==> src/rtl/keypad_scan_debounce_if.sv <==
// Keypad / button bundle between the scanner and its neighbours.
//   col_n       : column drive, active-low, one-hot-low (scanner -> matrix)
//   row_n       : row sense, active-low, already synchronised (matrix -> scanner)
//   a..i_button : per-cell press pulses, active-low, idle high (scanner -> game core)
//   key_code    : index of the last accepted key, 0=a .. 8=i
//   key_strobe  : one-cycle high when a key is accepted
//   fsm_state   : debug view of the qualifier FSM (IDLE=0, CONFIRM=1, FIRE=2, WAIT_RELEASE=3)
// Handshake: key_strobe is a one-cycle valid qualifier for key_code. There is
// no ready; consumers must take the code in the strobe cycle. key_code then
// holds until the next acceptance.
interface keypad_scan_debounce_if;
  logic [2:0] col_n;
  logic [2:0] row_n;
  logic       a_button;
  logic       b_button;
  logic       c_button;
  logic       d_button;
  logic       e_button;
  logic       f_button;
  logic       g_button;
  logic       h_button;
  logic       i_button;
  logic [3:0] key_code;
  logic       key_strobe;
  logic [1:0] fsm_state;

  modport master (
    output col_n, a_button, b_button, c_button, d_button, e_button,
           f_button, g_button, h_button, i_button, key_code, key_strobe,
           fsm_state,
    input  row_n
  );

  modport slave (
    input  col_n, a_button, b_button, c_button, d_button, e_button,
           f_button, g_button, h_button, i_button, key_code, key_strobe,
           fsm_state,
    output row_n
  );
endinterface

==> src/rtl/keypad_scan_debounce.sv <==
// 3x3 key matrix scanner with frame-based debounce and press qualification.
// Drives one column low at a time for SCAN_DIV cycles, samples the rows at the
// end of each dwell, classifies each 3-column frame as NONE / ONE(k) / MULTI,
// and accepts a key after DEBOUNCE_FRAMES identical ONE(k) frames. An accepted
// key produces a PULSE_CYCLES-wide active-low pulse on its cell button plus a
// one-cycle key_strobe, then the key must be released for DEBOUNCE_FRAMES
// frames before another press is accepted.
// Ports:
//   clk   : system clock
//   reset : asynchronous, active-high reset
//   kp    : keypad bundle (master side), see keypad_scan_debounce_if
module keypad_scan_debounce #(
  parameter int SCAN_DIV        = 1000,
  parameter int DEBOUNCE_FRAMES = 4,
  parameter int PULSE_CYCLES    = 16
) (
  input logic              clk,
  input logic              reset,
  keypad_scan_debounce_if.master kp
);

  localparam int DIV_W   = (SCAN_DIV > 1) ? $clog2(SCAN_DIV) : 1;
  localparam int DB_W    = $clog2(DEBOUNCE_FRAMES + 1);
  localparam int PULSE_W = $clog2(PULSE_CYCLES + 1);

  localparam logic [DIV_W-1:0]   DIV_LAST   = DIV_W'(SCAN_DIV - 1);
  localparam logic [DB_W-1:0]    DB_MAX     = DB_W'(DEBOUNCE_FRAMES);
  localparam logic [PULSE_W-1:0] PULSE_LAST = PULSE_W'(PULSE_CYCLES - 1);

  typedef enum logic [1:0] {IDLE, CONFIRM, FIRE, WAIT_RELEASE} state_t;

  // Scan datapath
  logic [DIV_W-1:0] div_cnt;
  logic [1:0]       col_idx;
  logic [1:0]       hit_cnt;   // saturates at 2: anything above 1 is MULTI
  logic [3:0]       last_hit;

  logic [1:0] row_hits;
  logic [1:0] row_idx;
  logic [3:0] cell_idx;
  logic [2:0] frame_sum;
  logic [3:0] frame_idx;
  logic       sample;
  logic       frame_end;
  logic       f_none;
  logic       f_one;

  // Qualifier state
  state_t             state_q, state_d;
  logic [3:0]         cand_q, cand_d;
  logic [DB_W-1:0]    cnt_q, cnt_d;
  logic [DB_W-1:0]    rel_q, rel_d;
  logic [PULSE_W-1:0] pulse_q, pulse_d;
  logic [3:0]         code_q, code_d;

  // Decode the rows seen during the current column's dwell.
  always_comb begin
    row_hits = 2'd0;
    row_idx  = 2'd0;
    for (int r = 0; r < 3; r++) begin
      if (!kp.row_n[r]) begin
        row_hits = row_hits + 2'd1;
        row_idx  = 2'(r);
      end
    end
    cell_idx  = ({2'b00, row_idx} * 4'd3) + {2'b00, col_idx};
    sample    = (div_cnt == DIV_LAST);
    frame_end = sample && (col_idx == 2'd2);
    // The last column's sample is folded in combinationally so the frame
    // result is available on the wrap cycle itself.
    frame_sum = {1'b0, hit_cnt} + {1'b0, row_hits};
    frame_idx = (row_hits != 2'd0) ? cell_idx : last_hit;
    f_none    = frame_end && (frame_sum == 3'd0);
    f_one     = frame_end && (frame_sum == 3'd1);
  end

  always_ff @(posedge clk or posedge reset) begin
    if (reset) begin
      div_cnt  <= '0;
      col_idx  <= 2'd0;
      hit_cnt  <= 2'd0;
      last_hit <= 4'd0;
    end else if (sample) begin
      div_cnt <= '0;
      if (col_idx == 2'd2) begin
        col_idx  <= 2'd0;
        hit_cnt  <= 2'd0;
        last_hit <= 4'd0;
      end else begin
        col_idx <= col_idx + 2'd1;
        hit_cnt <= (frame_sum > 3'd2) ? 2'd2 : frame_sum[1:0];
        if (row_hits != 2'd0) last_hit <= cell_idx;
      end
    end else begin
      div_cnt <= div_cnt + 1'b1;
    end
  end

  always_ff @(posedge clk or posedge reset) begin
    if (reset) begin
      state_q <= IDLE;
      cand_q  <= 4'd0;
      cnt_q   <= '0;
      rel_q   <= '0;
      pulse_q <= '0;
      code_q  <= 4'd0;
    end else begin
      state_q <= state_d;
      cand_q  <= cand_d;
      cnt_q   <= cnt_d;
      rel_q   <= rel_d;
      pulse_q <= pulse_d;
      code_q  <= code_d;
    end
  end

  always_comb begin
    state_d = state_q;
    cand_d  = cand_q;
    cnt_d   = cnt_q;
    rel_d   = rel_q;
    pulse_d = pulse_q;
    code_d  = code_q;
    case (state_q)
      IDLE: begin
        if (f_one) begin
          cand_d  = frame_idx;
          cnt_d   = DB_W'(1);
          state_d = (DEBOUNCE_FRAMES == 1) ? FIRE : CONFIRM;
        end
      end
      CONFIRM: begin
        if (f_one) begin
          if (frame_idx == cand_q) begin
            cnt_d = (cnt_q == DB_MAX) ? cnt_q : cnt_q + 1'b1;
            if (cnt_d == DB_MAX) state_d = FIRE;
          end else begin
            cand_d = frame_idx;
            cnt_d  = DB_W'(1);
          end
        end else if (frame_end) begin
          state_d = IDLE;
        end
      end
      FIRE: begin
        // Frame results are ignored here; only the pulse timer matters.
        if (pulse_q == PULSE_LAST) begin
          state_d = WAIT_RELEASE;
          pulse_d = '0;
          rel_d   = '0;
        end else begin
          pulse_d = pulse_q + 1'b1;
        end
      end
      WAIT_RELEASE: begin
        if (f_none) begin
          rel_d = (rel_q == DB_MAX) ? rel_q : rel_q + 1'b1;
          if (rel_d == DB_MAX) state_d = IDLE;
        end else if (frame_end) begin
          rel_d = '0;
        end
      end
      default: state_d = IDLE;
    endcase
    // Latch the code on entry so it is valid in the first FIRE cycle.
    if (state_q != FIRE && state_d == FIRE) begin
      code_d  = cand_d;
      pulse_d = '0;
    end
  end

  logic [8:0] btn_n;
  always_comb begin
    for (int k = 0; k < 9; k++) begin
      btn_n[k] = !((state_q == FIRE) && (cand_q == 4'(k)));
    end
  end

  assign kp.col_n      = ~(3'b001 << col_idx);
  assign kp.a_button   = btn_n[0];
  assign kp.b_button   = btn_n[1];
  assign kp.c_button   = btn_n[2];
  assign kp.d_button   = btn_n[3];
  assign kp.e_button   = btn_n[4];
  assign kp.f_button   = btn_n[5];
  assign kp.g_button   = btn_n[6];
  assign kp.h_button   = btn_n[7];
  assign kp.i_button   = btn_n[8];
  assign kp.key_code   = code_q;
  assign kp.key_strobe = (state_q == FIRE) && (pulse_q == '0);
  assign kp.fsm_state  = state_q;

endmodule

==> src/flat_wrapper.sv <==
// flat-port wrapper written by rule: the top's interface ports become plain ports
module keypad_scan_debounce_flat 
#(
  parameter int SCAN_DIV        = 1000,
  parameter int DEBOUNCE_FRAMES = 4,
  parameter int PULSE_CYCLES    = 16
)
  (clk, reset, kp_col_n, kp_a_button, kp_b_button, kp_c_button, kp_d_button, kp_e_button, kp_f_button, kp_g_button, kp_h_button, kp_i_button, kp_key_code, kp_key_strobe, kp_fsm_state, kp_row_n);
  keypad_scan_debounce_if kp_i ();
  input logic clk;
  input logic reset;
  output wire logic [$bits(kp_i.col_n)-1:0] kp_col_n;
  output wire logic [$bits(kp_i.a_button)-1:0] kp_a_button;
  output wire logic [$bits(kp_i.b_button)-1:0] kp_b_button;
  output wire logic [$bits(kp_i.c_button)-1:0] kp_c_button;
  output wire logic [$bits(kp_i.d_button)-1:0] kp_d_button;
  output wire logic [$bits(kp_i.e_button)-1:0] kp_e_button;
  output wire logic [$bits(kp_i.f_button)-1:0] kp_f_button;
  output wire logic [$bits(kp_i.g_button)-1:0] kp_g_button;
  output wire logic [$bits(kp_i.h_button)-1:0] kp_h_button;
  output wire logic [$bits(kp_i.i_button)-1:0] kp_i_button;
  output wire logic [$bits(kp_i.key_code)-1:0] kp_key_code;
  output wire logic [$bits(kp_i.key_strobe)-1:0] kp_key_strobe;
  output wire logic [$bits(kp_i.fsm_state)-1:0] kp_fsm_state;
  input wire logic [$bits(kp_i.row_n)-1:0] kp_row_n;
  assign kp_col_n = kp_i.col_n;
  assign kp_a_button = kp_i.a_button;
  assign kp_b_button = kp_i.b_button;
  assign kp_c_button = kp_i.c_button;
  assign kp_d_button = kp_i.d_button;
  assign kp_e_button = kp_i.e_button;
  assign kp_f_button = kp_i.f_button;
  assign kp_g_button = kp_i.g_button;
  assign kp_h_button = kp_i.h_button;
  assign kp_i_button = kp_i.i_button;
  assign kp_key_code = kp_i.key_code;
  assign kp_key_strobe = kp_i.key_strobe;
  assign kp_fsm_state = kp_i.fsm_state;
  assign kp_i.row_n = kp_row_n;
  keypad_scan_debounce #(.SCAN_DIV(SCAN_DIV), .DEBOUNCE_FRAMES(DEBOUNCE_FRAMES), .PULSE_CYCLES(PULSE_CYCLES)) u_core (.clk(clk), .reset(reset), .kp(kp_i));
endmodule
==> config.mk <==
export PLATFORM = sky130hd
export DESIGN_NAME = keypad_scan_debounce_flat
export DESIGN_NICKNAME = d
export VERILOG_FILES = /design/src/rtl/keypad_scan_debounce_if.sv /design/src/rtl/keypad_scan_debounce.sv /design/src/flat_wrapper.sv
export SDC_FILE = /design/constraint.sdc
export NUM_CORES = 1
export LEC_CHECK = 0
export ABC_AREA = 1
export CAP_MARGIN = 20
export CELL_PAD_IN_SITES_DETAIL_PLACEMENT = 0
export CELL_PAD_IN_SITES_GLOBAL_PLACEMENT = 1
export CORE_MARGIN = 1.5
export CORE_UTILIZATION = 38
export DETAILED_ROUTE_END_ITERATION = 12
export HOLD_SLACK_MARGIN = 0.08
export PLACE_DENSITY_LB_ADDON = 0.25
export SLEW_MARGIN = 20
export SYNTH_ARGS = -nofsm -noshare
export SYNTH_HDL_FRONTEND = slang
export SYNTH_SLANG_ARGS = --single-unit
==> constraint.sdc <==
create_clock -name clk -period 2.2 [get_ports clk]
set_input_delay 0.44 -clock clk [delete_from_list [all_inputs] [get_ports clk]]
set_output_delay 0.44 -clock clk [all_outputs]
set_load 0.01 [all_outputs]
==> metrics, run 1 <==
Syn Nets=364; slew margin rel.=65.9%; delay of the slowest critical-path stage=0.49 ns; final hold vios=0; Synth Area in Simple Gates=36.4%; Reg clk slew, reported paths=0.08 ns; asr flop ratio synth=100%; largest net degree at the start of global routing=40; CTS root buf=clkbuf_8; Hold EP=u_core.kp.key_code[1]; total CTS buffers=5; post-synthesis mux area share=0%; htree depth=2; largest family of logic cells by synthesized area=simple AND/OR/NAND/NOR gates; die area=7310 sq um; post-synthesis adder-cell area fraction=7.55%; vias in the first global route=2,359; xor-xnor portion of the synthesized cell area=1.69%; Die Y=85.5 microns; top_reg_cell synth=dfrtp_1; synth unique cells=32; GRT overflow=0; Setup TNS=-1.69 ns; CP max FO=5; Final min period=2.39 ns; count leader, synth=nand2_1; hold path depth=2; Hold WS=0.494 ns; FF-to-FF setup slack=-0.10 ns; count of final setup violators=17; synthesized area=2580 sq um; largest delay contributor family on the critical path=simple AND/OR/NAND/NOR gates; Total Wirelength=5740 microns; Synth top area share=37.8%; Hold Path Class=register to register; number of synthesized register bits=39; first-pass GRT wire length=10,400 microns; vias per cell=4.83; unrepaired setup endpoints after global routing=yes; fin nets=427; die span in x=85.5 microns; placed cells=473; Routability Congestion=0.794; Setup CP Type=input port to register; EDFF count, synth=0; # IOs=24; clk_lat worst skew=0.30 ns; LEAKAGE=1.71 nW; area grow syn2layout=33.3%; Final ANT Viol Nets=0; status=finished with violations; worst path required time=2.40 ns; depth of the worst register-to-register path=15; share of cells above drive strength 1=27.9%; CTS Buffer Depth=2; Initial Util=40.0%; Area contributors post-synth=dfrtp_1 (38%), nand2_1 (11%), inv_1 (9.1%), ha_1 (6.8%), nand3_1 (5.8%); DR vias=2,343; Crit path arrival time=2.59 ns; top cell type by total area after synthesis=dfrtp_1; Tot Pwr=1.62 mW; critical path's slowest cell=fa_1; Synthesis Warnings=0; Hold Crit Start=u_core.kp.key_code[1]; wire per inst=11.8 microns; Mapped Avg Cell Area=7.51 sq um; fillcell total=649; cells after synthesis=344; worst vdd rail ir drop=0.000234 V; slew at the pin closest to its max-slew limit=0.512 ns; fmax=418 MHz; Clock Sinks=39; Global Route Usage Sum=17.9%; failing checks=design-rule violations, negative setup slack; crit-path cells=buf_8 > inv_8 > ha_4 > inv_2 > nand2_2 > nand2_4 > inv_2 > ha_4 > inv_2 > fa_1 > nand2_2 > nor2_2 > nand4_1 > nand2_1 > inv_1 > nor2_1 > nand2_2 > nor2_4 > nand2_4 > nand3_1 > nand2_1; Site Rows=29; setup ws final=-0.191 ns; Max Cap Viol=0; complex-gate fraction of the synthesized area=6.73%; register area share after synthesis=37.8%; RR Startpoint=u_core.col_idx[1]; DP Worst Slack=-1.12 ns; Buffers & Inverters on Critical Path=6; final std cells w/o fill=485; Worst Clk Skew=0.00468 ns; number of max-slew violations in the final report=0; DRT Pass-1 Iters=8; antenna violations before repair=0; Starting DRT DRC Count=95; fin crit share=109%; Remaining DRCs=2; CTS tree=done; critical path endpoint category=register; CP Launch Type=input port; # port buffers=23; number of inserted diodes=0; top post-synthesis cells by count=nand2_1 (73), inv_1 (63), dfrtp_1 (39); hold buffers post-CTS=0; Critical R2R Capture=u_core.pulse_q[0]; total core area=6460 sq um; Pwr per Cell Area=469 nW/um^2; hpwl dp=4450 microns
## sequential cells by signal, indices dropped and copies added, names as in the netlist
register	cells
u_core.pulse_q	5
u_core.col_idx	2
u_core.cand_q	4
u_core.div_cnt	10
u_core.cnt_q	3
u_core.rel_q	3
u_core.hit_cnt	2
u_core.kp.key_code	4
u_core.kp.fsm_state	2
u_core.last_hit	4
## power by group
part           leakage [nW]  switching, mW  internal (mW)  total [mW]
sequential            0.463              0          0.716       0.716
clock                0.0654          0.266          0.453       0.719
combinational          1.18          0.104         0.0776       0.182
## what timing repair did
action / 4_1_cts / 5_1_grt
pin swaps: 8 / 1
setup endpoints to repair: 35 / 23
gates cloned: 0 / 0
setup buffers: 4 / 0
gates resized for setup: 39 / 11
## stage by stage
step,util (%),cell area (sq um)
2_1_floorplan,-,2650
3_3_place_gp,49.7,3210
3_5_place_dp,49.7,3210
4_1_cts,52.8,3410
5_1_grt,53.4,3450
6_report,53.4,3450
## placed cells by master, fill, tap and decap left out, drive strengths merged, types with 2 or more instances in the layout
master | Yosys | routed
dfrtp | 39 | 39
or2 | 2 | 2
nor3 | 11 | 11
xor2 | 2 | 2
nand2 | 93 | 93
o22ai | 5 | 5
o21ai | 18 | 18
nand3 | 35 | 35
nand4 | 6 | 6
clkbuf | 1 | 6
nor2 | 35 | 35
bufinv | 0 | 2
xnor2 | 3 | 3
clkdlybuf4s50 | 0 | 10
a21oi | 5 | 5
a31oi | 2 | 2
dlygate4sd2 | 0 | 9
buf | 0 | 37
inv | 67 | 67
ha | 14 | 14
nor4 | 2 | 2
## tightest hold or removal path: stages (launching register included)
cell     delay (ns)
dfrtp_1        0.35
nand2_1        0.05
o21ai_1        0.06
## routing by layer
layer	global-route usage [%]	up-vias	part of all wire, %
li1	-	1216	-
met1	21.1	1087	46
met2	31.9	32	50
met3	3.70	8	3.0
met4	6.60	0	1.6
met5	0	-	0
## how the worst max path moves through the flow
| stage | cells after the start | end | slack (ns) | start |
|---|---|---|---|---|
| after floorplan | 18 | u_core.pulse_q[0] | -0.41 | kp_row_n[0] |
| after global placement | 21 | u_core.pulse_q[0] | -1.07 | kp_row_n[0] |
| after detailed placement | 21 | u_core.pulse_q[3] | -1.12 | kp_row_n[0] |
| after CTS | 21 | u_core.pulse_q[0] | -0.19 | kp_row_n[0] |
| after global routing | 21 | u_core.pulse_q[2] | -0.36 | kp_row_n[0] |
| final | 21 | u_core.pulse_q[0] | -0.19 | kp_row_n[0] |
## cell type report
class	count	area [sq um]	area share (%)
Multi-Input combinational cell	237	1480	42.9
Timing Repair Buffer	57	498	14.5
Inverter	67	264	7.66
Sequential cell	39	976	28.3
Clock inverter	2	60.1	1.74
Clock buffer	6	72.6	2.11
Tap cell	77	96.3	2.80
## kinds of logic (layout without fill, tap and decap cells)
kind of cell,after synthesis,after routing
compound gates,32,32
simple gates,185,185
xor+xnor,5,5
flops,39,39
buf+inv,68,132
fa+ha+maj,15,15
No activity file was read; power rests on OpenSTA's default activity.
==> run 2, diff against run 1 <==
--- a/config.mk
+++ b/config.mk
@@ -13,7 +13,8 @@
 export CORE_UTILIZATION = 38
 export DETAILED_ROUTE_END_ITERATION = 12
 export HOLD_SLACK_MARGIN = 0.08
-export PLACE_DENSITY_LB_ADDON = 0.25
+export PLACE_DENSITY = 0.87
+export REMOVE_ABC_BUFFERS = 1
 export SLEW_MARGIN = 20
 export SYNTH_ARGS = -nofsm -noshare
 export SYNTH_HDL_FRONTEND = slang
==> metrics, run 2 (synthesis gave the netlist of run 1 again) <==
status=finished with violations (unchanged); failing checks=design-rule violations, negative setup slack (unchanged); clock share of power=34.0% (was 44.5%); fillcell total=604 (was 649); hpwl dp=4430 microns (was 4450 microns); slew at the pin closest to its max-slew limit=0.518 ns (was 0.512 ns); Crit path arrival time=2.72 ns (was 2.59 ns); number of inserted diodes=0 (unchanged); die span in x=85.5 microns (unchanged); share of cells above drive strength 1=30.9% (was 27.9%); commonest cells after routing, fill and taps aside=nand2_1 (63), inv_1 (54), dfrtp_1 (39) (was nand2_1 (64), inv_1 (55), dfrtp_1 (39)); Site Rows=29 (unchanged); Global Route Usage Sum=18.7% (was 17.9%); Total Wirelength=6190 microns (was 5740 microns); first-pass GRT wire length=11,000 microns (was 10,400 microns); fmax=396 MHz (was 418 MHz); DP Worst Slack=-1.10 ns (was -1.12 ns); unrepaired setup endpoints after global routing=yes (unchanged); CTS Buffer Depth=2 (unchanged); area grow syn2layout=35.0% (was 33.3%); final hold vios=0 (unchanged); Largest regs=u_core.div_cnt (10), u_core.pulse_q (5) (unchanged); Tot Pwr=1.37 mW (was 1.62 mW); Clock Sinks=39 (unchanged); # IOs=24 (unchanged); CP max FO=3 (was 5); NetSw=0.349 mW (was 0.370 mW); vias per cell=4.95 (was 4.83); commonest non-fill, non-tap cell in the layout=nand2_1 (unchanged); hold buffers post-CTS=0 (unchanged); DRT Pass-1 Iters=8 (unchanged); LEAKAGE=1.76 nW (was 1.71 nW); Worst Clk Skew=0.00717 ns (was 0.00468 ns); DR vias=2,448 (was 2,343); Setup CP Type=input port to register (unchanged); clk_lat worst skew=0.29 ns (was 0.30 ns); total core area=6460 sq um (unchanged); GRT overflow=0 (unchanged); power share of the combinational group=13.6% (was 11.2%); wire per inst=12.5 microns (was 11.8 microns); setup ws final=-0.326 ns (was -0.191 ns); die area=7310 sq um (unchanged); max reg flops=10 (unchanged); count of final setup violators=17 (unchanged); htree depth=2 (unchanged); slew margin rel.=65.4% (was 65.9%); antenna violations before repair=0 (unchanged); Pwr per Cell Area=392 nW/um^2 (was 469 nW/um^2); worst vdd rail ir drop=0.000263 V (was 0.000234 V); Layout Utilization=54.0% (was 53.4%); Reg clk slew, reported paths=0.08 ns (about the same); Int Pwr=1.02 mW (was 1.25 mW); CTS root buf=clkbuf_8 (unchanged); fin nets=437 (was 427); RR Startpoint=u_core.col_idx[1] (unchanged); Final min period=2.53 ns (was 2.39 ns); Hold Path Class=register to register (unchanged); switching share of power=25.5% (was 22.9%); fin crit share=115% (was 109%); critical path endpoint category=register (unchanged); Max Cap Viol=0 (unchanged); Die Y=85.5 microns (unchanged); CP Launch Type=input port (unchanged); Hold Crit Start=u_core.last_hit[3] (was u_core.kp.key_code[1]); vias in the first global route=2,496 (was 2,359); Setup crit start=kp_row_n[0] (unchanged); largest net degree at the start of global routing=40 (unchanged); Starting DRT DRC Count=171 (was 95); Routability Congestion=0.830 (was 0.794); total CTS buffers=5 (unchanged); number of max-slew violations in the final report=0 (unchanged); Remaining DRCs=2 (unchanged); FF-to-FF setup slack=-0.07 ns (was -0.10 ns); worst path required time=2.40 ns (about the same); Initial Util=40.0% (unchanged); CTS tree=done (unchanged); Final ANT Viol Nets=0 (unchanged); # port buffers=23 (unchanged); Reg power frac=52.4% (was 44.3%); Biggest register=u_core.div_cnt (unchanged)
run 2: cell types whose count changed in the layout (fill, tap and decap cells not counted), sizes merged:
cell,before,now
buf,37,47
clkbuf,6,7
dlymetal6s2s,1,2
clkdlybuf4s50,10,9
bufinv,2,0
clkinv,0,1
run 2: metal layers:
layer / part of all wire, % / global-route usage [%]
met1: 45 / 24.3
met2: 49 / 31.2
met3: 3.6 / 2.82
met4: 2.4 / 7.18
met5: 0 / 0
run 2: worst paths after layout:
kind / endpoint / cells past startpoint
worst max-delay path: u_core.kp.fsm_state[0] / 22
worst min-delay path: u_core.last_hit[3] / 2
worst max register to register: u_core.pulse_q[1] / 15
worst min register to register: u_core.last_hit[3] / 2
max in group asynchronous: u_core.pulse_q[1] / 3
min in group asynchronous: u_core.div_cnt[5] / 3
run 2: cell type report:
cell class                 instances  area [sq um]  area share (%)
sequential                        39           976            28.0
multi-input combinational        237          1500            42.8
inverter                          67           259            7.42
clock buffer                       7          76.3            2.19
timing repair buffer              67           583            16.7
tap                               77          96.3            2.76
clock inverter                     1          5.00           0.143
run 2: worst max-delay path, cell delays in order:
cell     delay, ns
buf_8         0.08
inv_4         0.03
ha_4          0.26
inv_2         0.03
nand2_2       0.06
nand2_4       0.05
inv_2         0.06
ha_4          0.12
inv_2         0.03
fa_1          0.49
nand2_2       0.09
nor2_4        0.11
buf_6         0.11
nand2_2       0.06
nor2_2        0.12
nand3_1       0.09
nand2_1       0.08
nand2_2       0.06
nor2_4        0.12
buf_4         0.13
buf_6         0.07
inv_1         0.03
run 2: metrics by stage:
step,instances,area [sq um],TNS (ns),hold WS [ns]
4_1_cts,490,3410,-3.87,0.494
3_5_place_dp,478,3170,-21.72,0.475
2_1_floorplan,343,2580,-8.43,0.450
5_1_grt,495,3490,-6.01,0.525
3_3_place_gp,478,3170,-21.49,0.472
6_report,495,3490,-4.06,0.497
run 2: power by group through the flow:
stage,sequential (mW),combinational [mW],clock (mW)
4_1_cts,0.716,0.183,0.490
3_5_place_dp,0.730,0.161,0
2_1_floorplan,0.730,0.0945,0
6_report,0.716,0.186,0.465
3_3_place_gp,0.730,0.159,0
5_1_grt,0.716,0.207,0.519
run 2: timing repair:
action | 4_1_cts | 5_1_grt
endpoints found under the hold margin | 0 | 0
gates resized for setup | 67 | 15
pin swaps | 16 | 13
setup endpoints to repair | 32 | 22
setup buffers | 3 | 5
gates cloned | 1 | 0
